--- src/rtl/div_sequencer_if.sv ---
// rtl/div_sequencer_if.sv - execution-unit and divider2 signal bundle for div_sequencer
interface div_sequencer_if;
  logic        req;
  logic        wide;
  logic        is_signed;
  logic [31:0] dividend;
  logic [15:0] divisor;
  logic        busy;
  logic        done;
  logic        div_error;
  logic [15:0] quot_out;
  logic [15:0] rem_out;
  logic        dv_start;
  logic        dv_signed;
  logic [31:0] dv_num;
  logic [31:0] dv_denom;
  logic        dv_done;
  logic [31:0] dv_quot;
  logic [31:0] dv_rem;

  // master: execution unit plus divider2 side; slave: the sequencer itself
  modport master (
    output req, wide, is_signed, dividend, divisor, dv_done, dv_quot, dv_rem,
    input  busy, done, div_error, quot_out, rem_out, dv_start, dv_signed, dv_num, dv_denom
  );

  modport slave (
    input  req, wide, is_signed, dividend, divisor, dv_done, dv_quot, dv_rem,
    output busy, done, div_error, quot_out, rem_out, dv_start, dv_signed, dv_num, dv_denom
  );
endinterface

--- src/rtl/div_sequencer.sv ---
// rtl/div_sequencer.sv - DIV/IDIV control stage: operand extension, divider2 issue, x86 range/zero checks
module div_sequencer #(
  parameter bit SIGNED_MIN_VALID = 1'b1
) (
  input logic            clk,
  input logic            reset,
  input logic            ce,
  div_sequencer_if.slave bus
);

  localparam logic [2:0] S_IDLE  = 3'd0;
  localparam logic [2:0] S_ISSUE = 3'd1;
  localparam logic [2:0] S_WAIT0 = 3'd2;
  localparam logic [2:0] S_WAIT  = 3'd3;
  localparam logic [2:0] S_CHECK = 3'd4;

  logic [2:0]  state;
  logic        lat_wide;
  logic        lat_signed;
  logic        dbz_pending;
  logic [31:0] num_r;
  logic [31:0] denom_r;
  logic [31:0] q_cap;
  logic [15:0] r_cap;
  logic        busy_r;
  logic        done_r;
  logic        err_r;
  logic        start_r;
  logic [15:0] quot_r;
  logic [15:0] rem_r;

  logic [31:0] ext_num;
  logic [31:0] ext_denom;
  logic        ovf;
  logic        unused_rem_hi;

  assign unused_rem_hi = ^bus.dv_rem[31:16];

  always_comb begin
    ext_num   = 32'h0;
    ext_denom = 32'h0;
    if (bus.wide) begin
      ext_num   = bus.dividend;
      ext_denom = bus.is_signed ? {{16{bus.divisor[15]}}, bus.divisor}
                                : {16'h0000, bus.divisor};
    end else begin
      ext_num   = bus.is_signed ? {{16{bus.dividend[15]}}, bus.dividend[15:0]}
                                : {16'h0000, bus.dividend[15:0]};
      ext_denom = bus.is_signed ? {{24{bus.divisor[7]}}, bus.divisor[7:0]}
                                : {24'h000000, bus.divisor[7:0]};
    end
  end

  // Signed range holds when every bit above the result sign bit repeats it.
  always_comb begin
    ovf = 1'b0;
    if (lat_signed) begin
      if (lat_wide) begin
        ovf = !((&q_cap[31:15]) || !(|q_cap[31:15]))
              || (!SIGNED_MIN_VALID && (q_cap == 32'hFFFF8000));
      end else begin
        ovf = !((&q_cap[31:7]) || !(|q_cap[31:7]))
              || (!SIGNED_MIN_VALID && (q_cap == 32'hFFFFFF80));
      end
    end else begin
      ovf = lat_wide ? (|q_cap[31:16]) : (|q_cap[31:8]);
    end
  end

  always_ff @(posedge clk) begin
    if (reset) begin
      state       <= S_IDLE;
      lat_wide    <= 1'b0;
      lat_signed  <= 1'b0;
      dbz_pending <= 1'b0;
      num_r       <= 32'h0;
      denom_r     <= 32'h0;
      q_cap       <= 32'h0;
      r_cap       <= 16'h0;
      busy_r      <= 1'b0;
      done_r      <= 1'b0;
      err_r       <= 1'b0;
      start_r     <= 1'b0;
      quot_r      <= 16'h0;
      rem_r       <= 16'h0;
    end else if (ce) begin
      done_r <= 1'b0;
      err_r  <= 1'b0;
      case (state)
        S_IDLE: begin
          if (bus.req) begin
            lat_wide   <= bus.wide;
            lat_signed <= bus.is_signed;
            num_r      <= ext_num;
            denom_r    <= ext_denom;
            busy_r     <= 1'b1;
            // A zero divisor never reaches divider2; the trap is raised from CHECK.
            if (ext_denom == 32'h0) begin
              dbz_pending <= 1'b1;
              state       <= S_CHECK;
            end else begin
              dbz_pending <= 1'b0;
              start_r     <= 1'b1;
              state       <= S_ISSUE;
            end
          end
        end
        S_ISSUE: begin
          start_r <= 1'b0;
          state   <= S_WAIT0;
        end
        S_WAIT0: begin
          state <= S_WAIT;
        end
        S_WAIT: begin
          if (bus.dv_done) begin
            q_cap <= bus.dv_quot;
            r_cap <= bus.dv_rem[15:0];
            state <= S_CHECK;
          end
        end
        S_CHECK: begin
          busy_r      <= 1'b0;
          dbz_pending <= 1'b0;
          state       <= S_IDLE;
          if (dbz_pending || ovf) begin
            err_r <= 1'b1;
          end else begin
            done_r <= 1'b1;
            quot_r <= lat_wide ? q_cap[15:0] : {8'h00, q_cap[7:0]};
            rem_r  <= lat_wide ? r_cap       : {8'h00, r_cap[7:0]};
          end
        end
        default: begin
          state <= S_IDLE;
        end
      endcase
    end
  end

  assign bus.busy      = busy_r;
  assign bus.done      = done_r;
  assign bus.div_error = err_r;
  assign bus.quot_out  = quot_r;
  assign bus.rem_out   = rem_r;
  assign bus.dv_start  = start_r;
  assign bus.dv_signed = lat_signed;
  assign bus.dv_num    = num_r;
  assign bus.dv_denom  = denom_r;

endmodule

--- src/flat_wrapper.sv ---
// flat-port wrapper written by rule: the top's interface ports become plain ports
module div_sequencer_flat 
#(
  parameter bit SIGNED_MIN_VALID = 1'b1
)
  (clk, reset, ce, bus_req, bus_wide, bus_is_signed, bus_dividend, bus_divisor, bus_dv_done, bus_dv_quot, bus_dv_rem, bus_busy, bus_done, bus_div_error, bus_quot_out, bus_rem_out, bus_dv_start, bus_dv_signed, bus_dv_num, bus_dv_denom);
  div_sequencer_if bus_i ();
  input logic clk;
  input logic reset;
  input logic ce;
  input wire logic [$bits(bus_i.req)-1:0] bus_req;
  input wire logic [$bits(bus_i.wide)-1:0] bus_wide;
  input wire logic [$bits(bus_i.is_signed)-1:0] bus_is_signed;
  input wire logic [$bits(bus_i.dividend)-1:0] bus_dividend;
  input wire logic [$bits(bus_i.divisor)-1:0] bus_divisor;
  input wire logic [$bits(bus_i.dv_done)-1:0] bus_dv_done;
  input wire logic [$bits(bus_i.dv_quot)-1:0] bus_dv_quot;
  input wire logic [$bits(bus_i.dv_rem)-1:0] bus_dv_rem;
  output wire logic [$bits(bus_i.busy)-1:0] bus_busy;
  output wire logic [$bits(bus_i.done)-1:0] bus_done;
  output wire logic [$bits(bus_i.div_error)-1:0] bus_div_error;
  output wire logic [$bits(bus_i.quot_out)-1:0] bus_quot_out;
  output wire logic [$bits(bus_i.rem_out)-1:0] bus_rem_out;
  output wire logic [$bits(bus_i.dv_start)-1:0] bus_dv_start;
  output wire logic [$bits(bus_i.dv_signed)-1:0] bus_dv_signed;
  output wire logic [$bits(bus_i.dv_num)-1:0] bus_dv_num;
  output wire logic [$bits(bus_i.dv_denom)-1:0] bus_dv_denom;
  assign bus_i.req = bus_req;
  assign bus_i.wide = bus_wide;
  assign bus_i.is_signed = bus_is_signed;
  assign bus_i.dividend = bus_dividend;
  assign bus_i.divisor = bus_divisor;
  assign bus_i.dv_done = bus_dv_done;
  assign bus_i.dv_quot = bus_dv_quot;
  assign bus_i.dv_rem = bus_dv_rem;
  assign bus_busy = bus_i.busy;
  assign bus_done = bus_i.done;
  assign bus_div_error = bus_i.div_error;
  assign bus_quot_out = bus_i.quot_out;
  assign bus_rem_out = bus_i.rem_out;
  assign bus_dv_start = bus_i.dv_start;
  assign bus_dv_signed = bus_i.dv_signed;
  assign bus_dv_num = bus_i.dv_num;
  assign bus_dv_denom = bus_i.dv_denom;
  div_sequencer #(.SIGNED_MIN_VALID(SIGNED_MIN_VALID)) u_core (.clk(clk), .reset(reset), .ce(ce), .bus(bus_i));
endmodule
--- config.mk ---
export PLATFORM = sky130hd
export DESIGN_NAME = div_sequencer_flat
export DESIGN_NICKNAME = d
export VERILOG_FILES = /design/src/rtl/div_sequencer_if.sv /design/src/rtl/div_sequencer.sv /design/src/flat_wrapper.sv
export SDC_FILE = /design/constraint.sdc
export NUM_CORES = 1
export LEC_CHECK = 0
export ABC_AREA = 1
export CORE_MARGIN = 3
export CORE_UTILIZATION = 40
export DETAILED_ROUTE_END_ITERATION = 10
export PLACE_DENSITY = 0.77
export SYNTH_ARGS = -nofsm -noshare
export SYNTH_HDL_FRONTEND = slang
export SYNTH_SLANG_ARGS = --single-unit
--- constraint.sdc ---
create_clock -name clk -period 1.4 [get_ports clk]
set_input_delay 0.21 -clock clk [delete_from_list [all_inputs] [get_ports clk]]
set_output_delay 0.21 -clock clk [all_outputs]
set_load 0.02 [all_outputs]
==> run summary, run 1 <==
The checks that failed: setup timing. For this run, the top clock speed supported by timing is 0.6026 GHz. The routed layout has 6389 vias. The tools report the placeable core region as 0.01399 mm².

The worst setup slack after placement is -0.4350 ns. Counting the fill cells in the layout gives 1052. The logs give 0.8012 mV for the highest ir drop seen on vdd and 1185 for the layout net count. The worst setup skew after layout came out at 0.008308 ns. The logs give 0 for the max-cap violation count and 0 for the count of hold buffers inserted by post-cts repair. After synthesis the netlist holds a flip-flop and latch count of 139. The die is 126.2 µm tall. The later pin in the worst-skew pair is clocked with a latency of 0.43 ns.

Overall track demand over capacity in global routing: 21.73%. Synthesis instantiated 25 different standard cells from the library. The final hold violation count came out at 0. Setup repair after global routing could not meet its margin everywhere. Of the available clock period, the critical path in the final layout requires 118.5%. Per-cell via count in the routed design: 5.079.

Dividing the synthesized area by the synthesized cell count gives 7.022 µm². The run gives -0.2594 ns as the minimum setup slack in the final design. Once layout is done, the placed cells without fillers occupy 0.01000 mm². The via count of the first global-routing pass was 5767; the cell total after placement was 1197. The biggest area contributor in the post-synthesis netlist is sky130_fd_sc_hd__dfxtp_1. The transition at the pin with the smallest max-transition slack was 0.4491 ns. Once detail routing completed, the nets flagged for antenna violations numbered 0. The clock-pin slew reported for the worst setup and hold paths after clock tree synthesis works out to 0.06 ns. The antenna cell count is 0. The cell leakage power was 4.446 nW; the area of the die was 0.01593 mm². Once detailed placement completed, the half-perimeter wirelength came to 11780 µm.

The type of the worst setup path was flop to flop. Cell area after synthesis: 0.005779 mm². The logs give 220 for the I/O pin count and 139 for the number of sinks on the clock net. The die span in x came out at 126.2 µm.

The run gives 27960 µm as the first-pass GRT wire length. The tools report the number of non-filler instances in the completed layout as 1258. Of the post-synthesis cell area, the dominant cell type holds 48.15%.

The synthesized design contains 0 enable-type register cells. Measured against its own limit, the worst slew margin works out to 70.06%. The run gives 1.99 ns as the arrival time at the worst endpoint.

Yosys attributes the largest share of cell area to sky130_fd_sc_hd__dfxtp_1 (48%), sky130_fd_sc_hd__nor2_1 (11%), sky130_fd_sc_hd__nand2_1 (10%). Once the floorplan was initialized, standard cells occupied 41.31% of the core. Counting flops with an async set or reset pin after synthesis yields a share of 0%. The run finished, with violations left.

In the final layout, the multi-input gates occupy 0.002949 mm². Clock tree synthesis selected as its root buffer the cell sky130_fd_sc_hd__clkbuf_16. TritonCTS built the clock tree. The number of pins exceeding their max-slew limit in the final report came out at 0. For this run, the register share of the synthesized area comes to 48.15%. The run gives 50 as the maximum number of pins on one net before global-route repair. The first TritonRoute pass finished after 5 iterations. Critical path capture point type: a flop.

After technology mapping, the gate count stands at 823. Of the cells placed in the final design, the portion with a size suffix greater than 1 is 25.14%. After floorplanning, the core was divided into 43 placement rows. The number of antenna violations at the first check in global routing is 2, and the number of buffers on the longest clock path is 2. The synthesis-to-layout area growth was 73.05%.

Worst endpoint required time: 1.73 ns. Iteration-0 DRC count of the detailed router: 486. For this design the ratio of total power to cell area is 1133 mW/mm². The tools report the register area as 0.002809 mm². The final-report setup violation count was 94; the number of design rule violations left after detail routing was 0.

The routed design has 20810 µm of wire. For the finished layout, the period the worst path requires is 1.659 ns. Clock tree synthesis inserted a total of 17 buffers. The top flip-flop cell by instance count after synthesis was sky130_fd_sc_hd__dfxtp_1.

For the routability congestion estimate from global placement, the log shows 0.8608. In this run the worst hold path is classified as input pin to flop. After detailed routing, the average wire length per cell comes to 16.54 µm. The post-detailed-placement cell area is 0.008307 mm², and the maximum fanout encountered on the critical timing path is 8.

The count of buffers added on input and output ports is 203. The tools report the critical path startpoint category as a flop. The warning count from the yosys run came out at 0.

The synthesized netlist net count is 942. Summed over all layers, the global routing overflow is 0. The H-tree was split into 4 levels.
-- layer usage --
layer | track usage [%] | vias up | part of all wire, %
li1 | - | 3094 | -
met1 | 24.91 | 2977 | 38
met2 | 35.99 | 268 | 50
met3 | 8.524 | 46 | 9.0
met4 | 9.527 | 4 | 2.4
met5 | 0 | - | 0.13
-- report_power, final --
group	internal, W	total (W)	switching [W]
combinational	0.00119	0.00248	0.00129
sequential	0.00416	0.00430	0.000135
clock	0.00288	0.00455	0.00168
-- synthesized netlist by cell type, types with 2 or more instances --
| library cell | number |
|---|---|
| sky130_fd_sc_hd__a21oi_1 | 36 |
| sky130_fd_sc_hd__a31oi_1 | 18 |
| sky130_fd_sc_hd__buf_1 | 4 |
| sky130_fd_sc_hd__buf_2 | 15 |
| sky130_fd_sc_hd__buf_4 | 15 |
| sky130_fd_sc_hd__clkbuf_1 | 31 |
| sky130_fd_sc_hd__dfxtp_1 | 139 |
| sky130_fd_sc_hd__inv_1 | 95 |
| sky130_fd_sc_hd__inv_2 | 3 |
| sky130_fd_sc_hd__nand2_1 | 157 |
| sky130_fd_sc_hd__nand3_1 | 6 |
| sky130_fd_sc_hd__nand3_2 | 3 |
| sky130_fd_sc_hd__nand4_1 | 35 |
| sky130_fd_sc_hd__nor2_1 | 168 |
| sky130_fd_sc_hd__nor3_1 | 4 |
| sky130_fd_sc_hd__o21ai_0 | 84 |
| sky130_fd_sc_hd__o21ai_1 | 2 |
-- worst paths after layout --
check                                 startpoint                      end  slack, ns  cells after the start
worst max-delay path            u_core.q_cap[12]  u_core.bus.quot_out[13]      -0.26                     12
worst min-delay path              bus_divisor[7]   u_core.bus.dv_denom[7]       0.13                      3
worst max register to register  u_core.q_cap[12]  u_core.bus.quot_out[13]      -0.26                     12
worst min register to register   u_core.q_cap[1]          u_core.q_cap[1]       0.45                      2
-- critical path, cell delays in order, from the launching register on --
cell and delay, ns:
sky130_fd_sc_hd__dfxtp_4 0.36, sky130_fd_sc_hd__nor2_4 0.11, sky130_fd_sc_hd__nand2_1 0.05, sky130_fd_sc_hd__nor2_1 0.10, sky130_fd_sc_hd__nor2_1 0.07, sky130_fd_sc_hd__nor2_2 0.13, sky130_fd_sc_hd__nor2_2 0.06, sky130_fd_sc_hd__nor2_4 0.14
sky130_fd_sc_hd__buf_6 0.16, sky130_fd_sc_hd__buf_12 0.12, sky130_fd_sc_hd__nand4_1 0.09, sky130_fd_sc_hd__nand2_1 0.10, sky130_fd_sc_hd__nor2_1 0.04
-- logic make-up (layout without fill, tap and decap cells) --
group | after synthesis | in the layout | synth area share (%)
compound gates | 142 | 142 | 12.77
buf+inv | 163 | 418 | 11.89
flops | 139 | 139 | 48.15
simple gates | 379 | 379 | 27.19
-- placed cells by master (no fill, tap or decap), types with 25 or more instances in the layout --
cell type / count
sky130_fd_sc_hd__nand2_1: 140
sky130_fd_sc_hd__dlygate4sd2_1: 81
sky130_fd_sc_hd__buf_4: 34
sky130_fd_sc_hd__o21ai_0: 41
sky130_fd_sc_hd__o21ai_2: 25
sky130_fd_sc_hd__inv_1: 88
sky130_fd_sc_hd__nand4_1: 35
sky130_fd_sc_hd__dfxtp_1: 126
sky130_fd_sc_hd__nor2_1: 136
sky130_fd_sc_hd__clkdlybuf4s50_1: 100
-- through the flow --
stage / power [W] / hold slack, ns / TNS, ns / util (%)
finish: 0.01133 / 0.1315 / -12.00 / 71.49
global route: 0.01172 / 0.1460 / -21.00 / 71.49
global placement: 0.006360 / 0.4364 / -29.12 / 59.38
CTS: 0.01088 / 0.3459 / -6.289 / 64.28
floorplan: 0.005341 / 0.3449 / -0.02481 / -
detailed placement: 0.006379 / 0.4430 / -35.32 / 59.38
-- layout make-up --
type | instances | share of cell area [%]
multi-input cells | 521 | 29.49
inverters | 98 | 3.803
repair buffers | 289 | 30.50
well taps | 180 | 2.252
clock inverters | 7 | 1.151
clock buffers | 24 | 4.717
flip-flops and latches | 139 | 28.09
-- sequential cells by signal, summed over array words and instances, names as in the netlist --
register and flops:
u_core.dbz_pending 1, u_core.q_cap 32, u_core.bus.dv_signed 1, u_core.bus.done 1, u_core.bus.dv_start 1, u_core.lat_wide 1, u_core.bus.quot_out 16, u_core.bus.dv_denom 17
u_core.bus.busy 1, u_core.bus.dv_num 32, u_core.bus.div_error 1, u_core.bus.rem_out 16, u_core.r_cap 16, u_core.state 3
-- what timing repair did --
action / 4_1_cts / 5_1_grt
gates cloned: 4 / 9
endpoints found under the setup margin: 155 / 141
pin swaps: 3 / 62
resized for setup: 175 / 230
setup buffers: 9 / 9
Power figures use the tool's default switching activity.
==> run 2: changes to the inputs <==
SLEW_MARGIN = 25   (was not set)
==> results of run 2 <==
Same layout as run 1: the final DEF is identical, and so are final timing and power.
==> RTL edit (config.mk and constraints of run 2) <==
Reset style: asynchronous (`reset`), changed in one clocked block.
--- a/src/rtl/div_sequencer.sv
+++ b/src/rtl/div_sequencer.sv
@@ -69,3 +69,3 @@
 
-  always_ff @(posedge clk) begin
+  always_ff @(posedge clk or posedge reset) begin
     if (reset) begin
Formal check against the unedited RTL: differs if reset is asserted again (counterexample within 4 cycles, from zero or initial values and one cycle with reset high); with reset held inactive, the same outputs for 4 cycles.
==> RTL edit against run 2 <==
- highest routed layer unchanged
- critical path depth is the same
- cell area rose by 2.9%
- area after synthesis up 7.4%
- core utilization down 2.3 points
- sequential cell count stayed put
- the flow still finishes with violations (negative setup slack)
- routed wire length fell by 4.4%
- critical endpoint is now u_core.bus.rem_out[2]$_DFFE_PP0P_
- via count shrank 9.6%
- worst setup slack got worse by 0.061 ns
- hold slack better by 0.074 ns
- synthesized cell count down 22%
Power is not compared: it rests on default switching activity, and its combinational part moved more than twofold at a synthesized area within 25%.
==> RTL edit: results (changes against run 2) <==
| Metric | Value |
|---|---|
| Status | `complete, but fails checks (unchanged)` |
| Failing checks | `negative setup slack (unchanged)` |
| Layout Nets | `1046 (was 1185)` |
| Unique masters post-synth | `31 (was 25)` |
| Mean routed wirelength per cell | `17.7 um (was 16.5 um)` |
| Post-DR vias/cell | `5.14 (was 5.08)` |
| Antenna violations before repair | `1 (was 2)` |
| Hold Path Class | `in2async (was in2reg)` |
| Async SR Flop Fraction | `100% (was 0%)` |
| Metal-1 WL | `7520 um (was 7890 um)` |
| GRT Overall Usage | `22.4% (was 21.7%)` |
| Detailed router's first-iteration violation count | `276 (was 486)` |
| Layout fillers | `1087 (was 1052)` |
| Vias in the first global route | `5801 (was 5767)` |
| Top post-synthesis cells by area | `dfrtp_1 56%, nand2_1 13%, nand3_1 6.3% (was dfxtp_1 48%, nor2_1 11%, nand2_1 10%)` |
| Crit path max fanout | `26 (was 8)` |
| Final setup viols | `133 (was 94)` |
| Metal3 WL | `1950 um (was 1880 um)` |
| Post-layout worst setup margin | `-0.320 ns (was -0.259 ns)` |
| Final Wtd Congestion | `0.827 (was 0.861)` |
| Most frequent cells after synthesis | `212 x nand2_1, 139 x dfrtp_1, 78 x nand3_1, 40 x inv_1, 31 x nor2_1 (was 168 x nor2_1, 157 x nand2_1, 139 x dfxtp_1, 95 x inv_1, 84 x o21ai_0)` |
| Layout area overhead | `65.7% (was 73.0%)` |
| Proportion of layout cells with a drive suffix above 1 | `34.9% (was 25.1%)` |
| Met2 WL | `9830 um (was 10500 um)` |
| Setup skew after layout | `0.0123 ns (was 0.00831 ns)` |
| Placed Area | `0.00884 mm2 (was 0.00831 mm2)` |
| Setup WS pre-CTS | `-0.338 ns (was -0.435 ns)` |
[RTL edit: layout make-up]
type | instances | share of cell area (%)
Sequential cell | 139 | 33.8
Timing Repair Buffer | 308 | 30.0
Multi-Input combinational cell | 415 | 26.8
Clock buffer | 18 | 4.17
Tap cell | 184 | 2.24
Inverter | 46 | 1.97
Clock inverter | 14 | 0.961
[RTL edit: cells by family after synthesis]
family	Yosys count	share of synthesized area, %
simple gates	340	23.8
flops	139	56.0
buf+inv	92	8.24
mux	43	9.01
compound gates	31	2.94
[RTL edit: final timing paths]
check / from / end / slack [ns] / cells after the start
min in group clk: bus_dividend[12] / u_core.bus.dv_num[12]$_DFFE_PP0P_ / 0.33 / 3
worst max register to register: u_core.q_cap[30]$_DFFE_PP0P_ / u_core.bus.rem_out[2]$_DFFE_PP0P_ / -0.32 / 12
worst min-delay path: reset / u_core.q_cap[19]$_DFFE_PP0P_ / 0.21 / 3
max in group asynchronous: reset / u_core.q_cap[4]$_DFFE_PP0P_ / 0.79 / 4
worst max-delay path: u_core.q_cap[30]$_DFFE_PP0P_ / u_core.bus.rem_out[2]$_DFFE_PP0P_ / -0.32 / 12
worst min register to register: u_core.bus.rem_out[15]$_DFFE_PP0P_ / u_core.bus.rem_out[15]$_DFFE_PP0P_ / 0.46 / 2
[RTL edit: power by group]
part	internal, mW	switching, mW	total [mW]
logic	4.47	4.75	9.23
registers	5.74	1.17	6.90
clock network	2.26	1.81	4.07
[RTL edit: metal layers]
| metal | up-vias | global-route usage, % |
|---|---|---|
| met5 | - | 0 |
| met4 | 2 | 7.99 |
| met3 | 50 | 8.62 |
| met2 | 285 | 37.4 |
| met1 | 2803 | 26.5 |
| li1 | 2634 | - |
[RTL edit: critical path, cell delays in order, from the launching register on]
cell and delay (ns):
dfrtp_1 0.40, nor2_2 0.11, nand2_1 0.09, inv_1 0.07, nand2_1 0.07, nor2_2 0.17
nand2_2 0.09, nand2_2 0.07, nand2_2 0.06, nor2_4 0.15, buf_12 0.18, nand3_1 0.11
nand2_1 0.08
[RTL edit: timing repair]
action	CTS	global route
pin swaps	6	17
hold buffers	0	0
cloned	9	2
setup buffers	15	15
setup endpoints to repair	225	146
resized for setup	243	125
[RTL edit: stage by stage]
stage | cells | hold WS, ns | total power, mW | setup TNS, ns
floorplan | 645 | 0.320 | 11.4 | -77.02
global placement | 1061 | 0.452 | 15.3 | -32.32
detailed placement | 1061 | 0.458 | 15.4 | -35.42
CTS | 1117 | 0.215 | 19.6 | -12.51
global route | 1124 | 0.230 | 21.3 | -26.89
finish | 1124 | 0.206 | 20.2 | -18.20
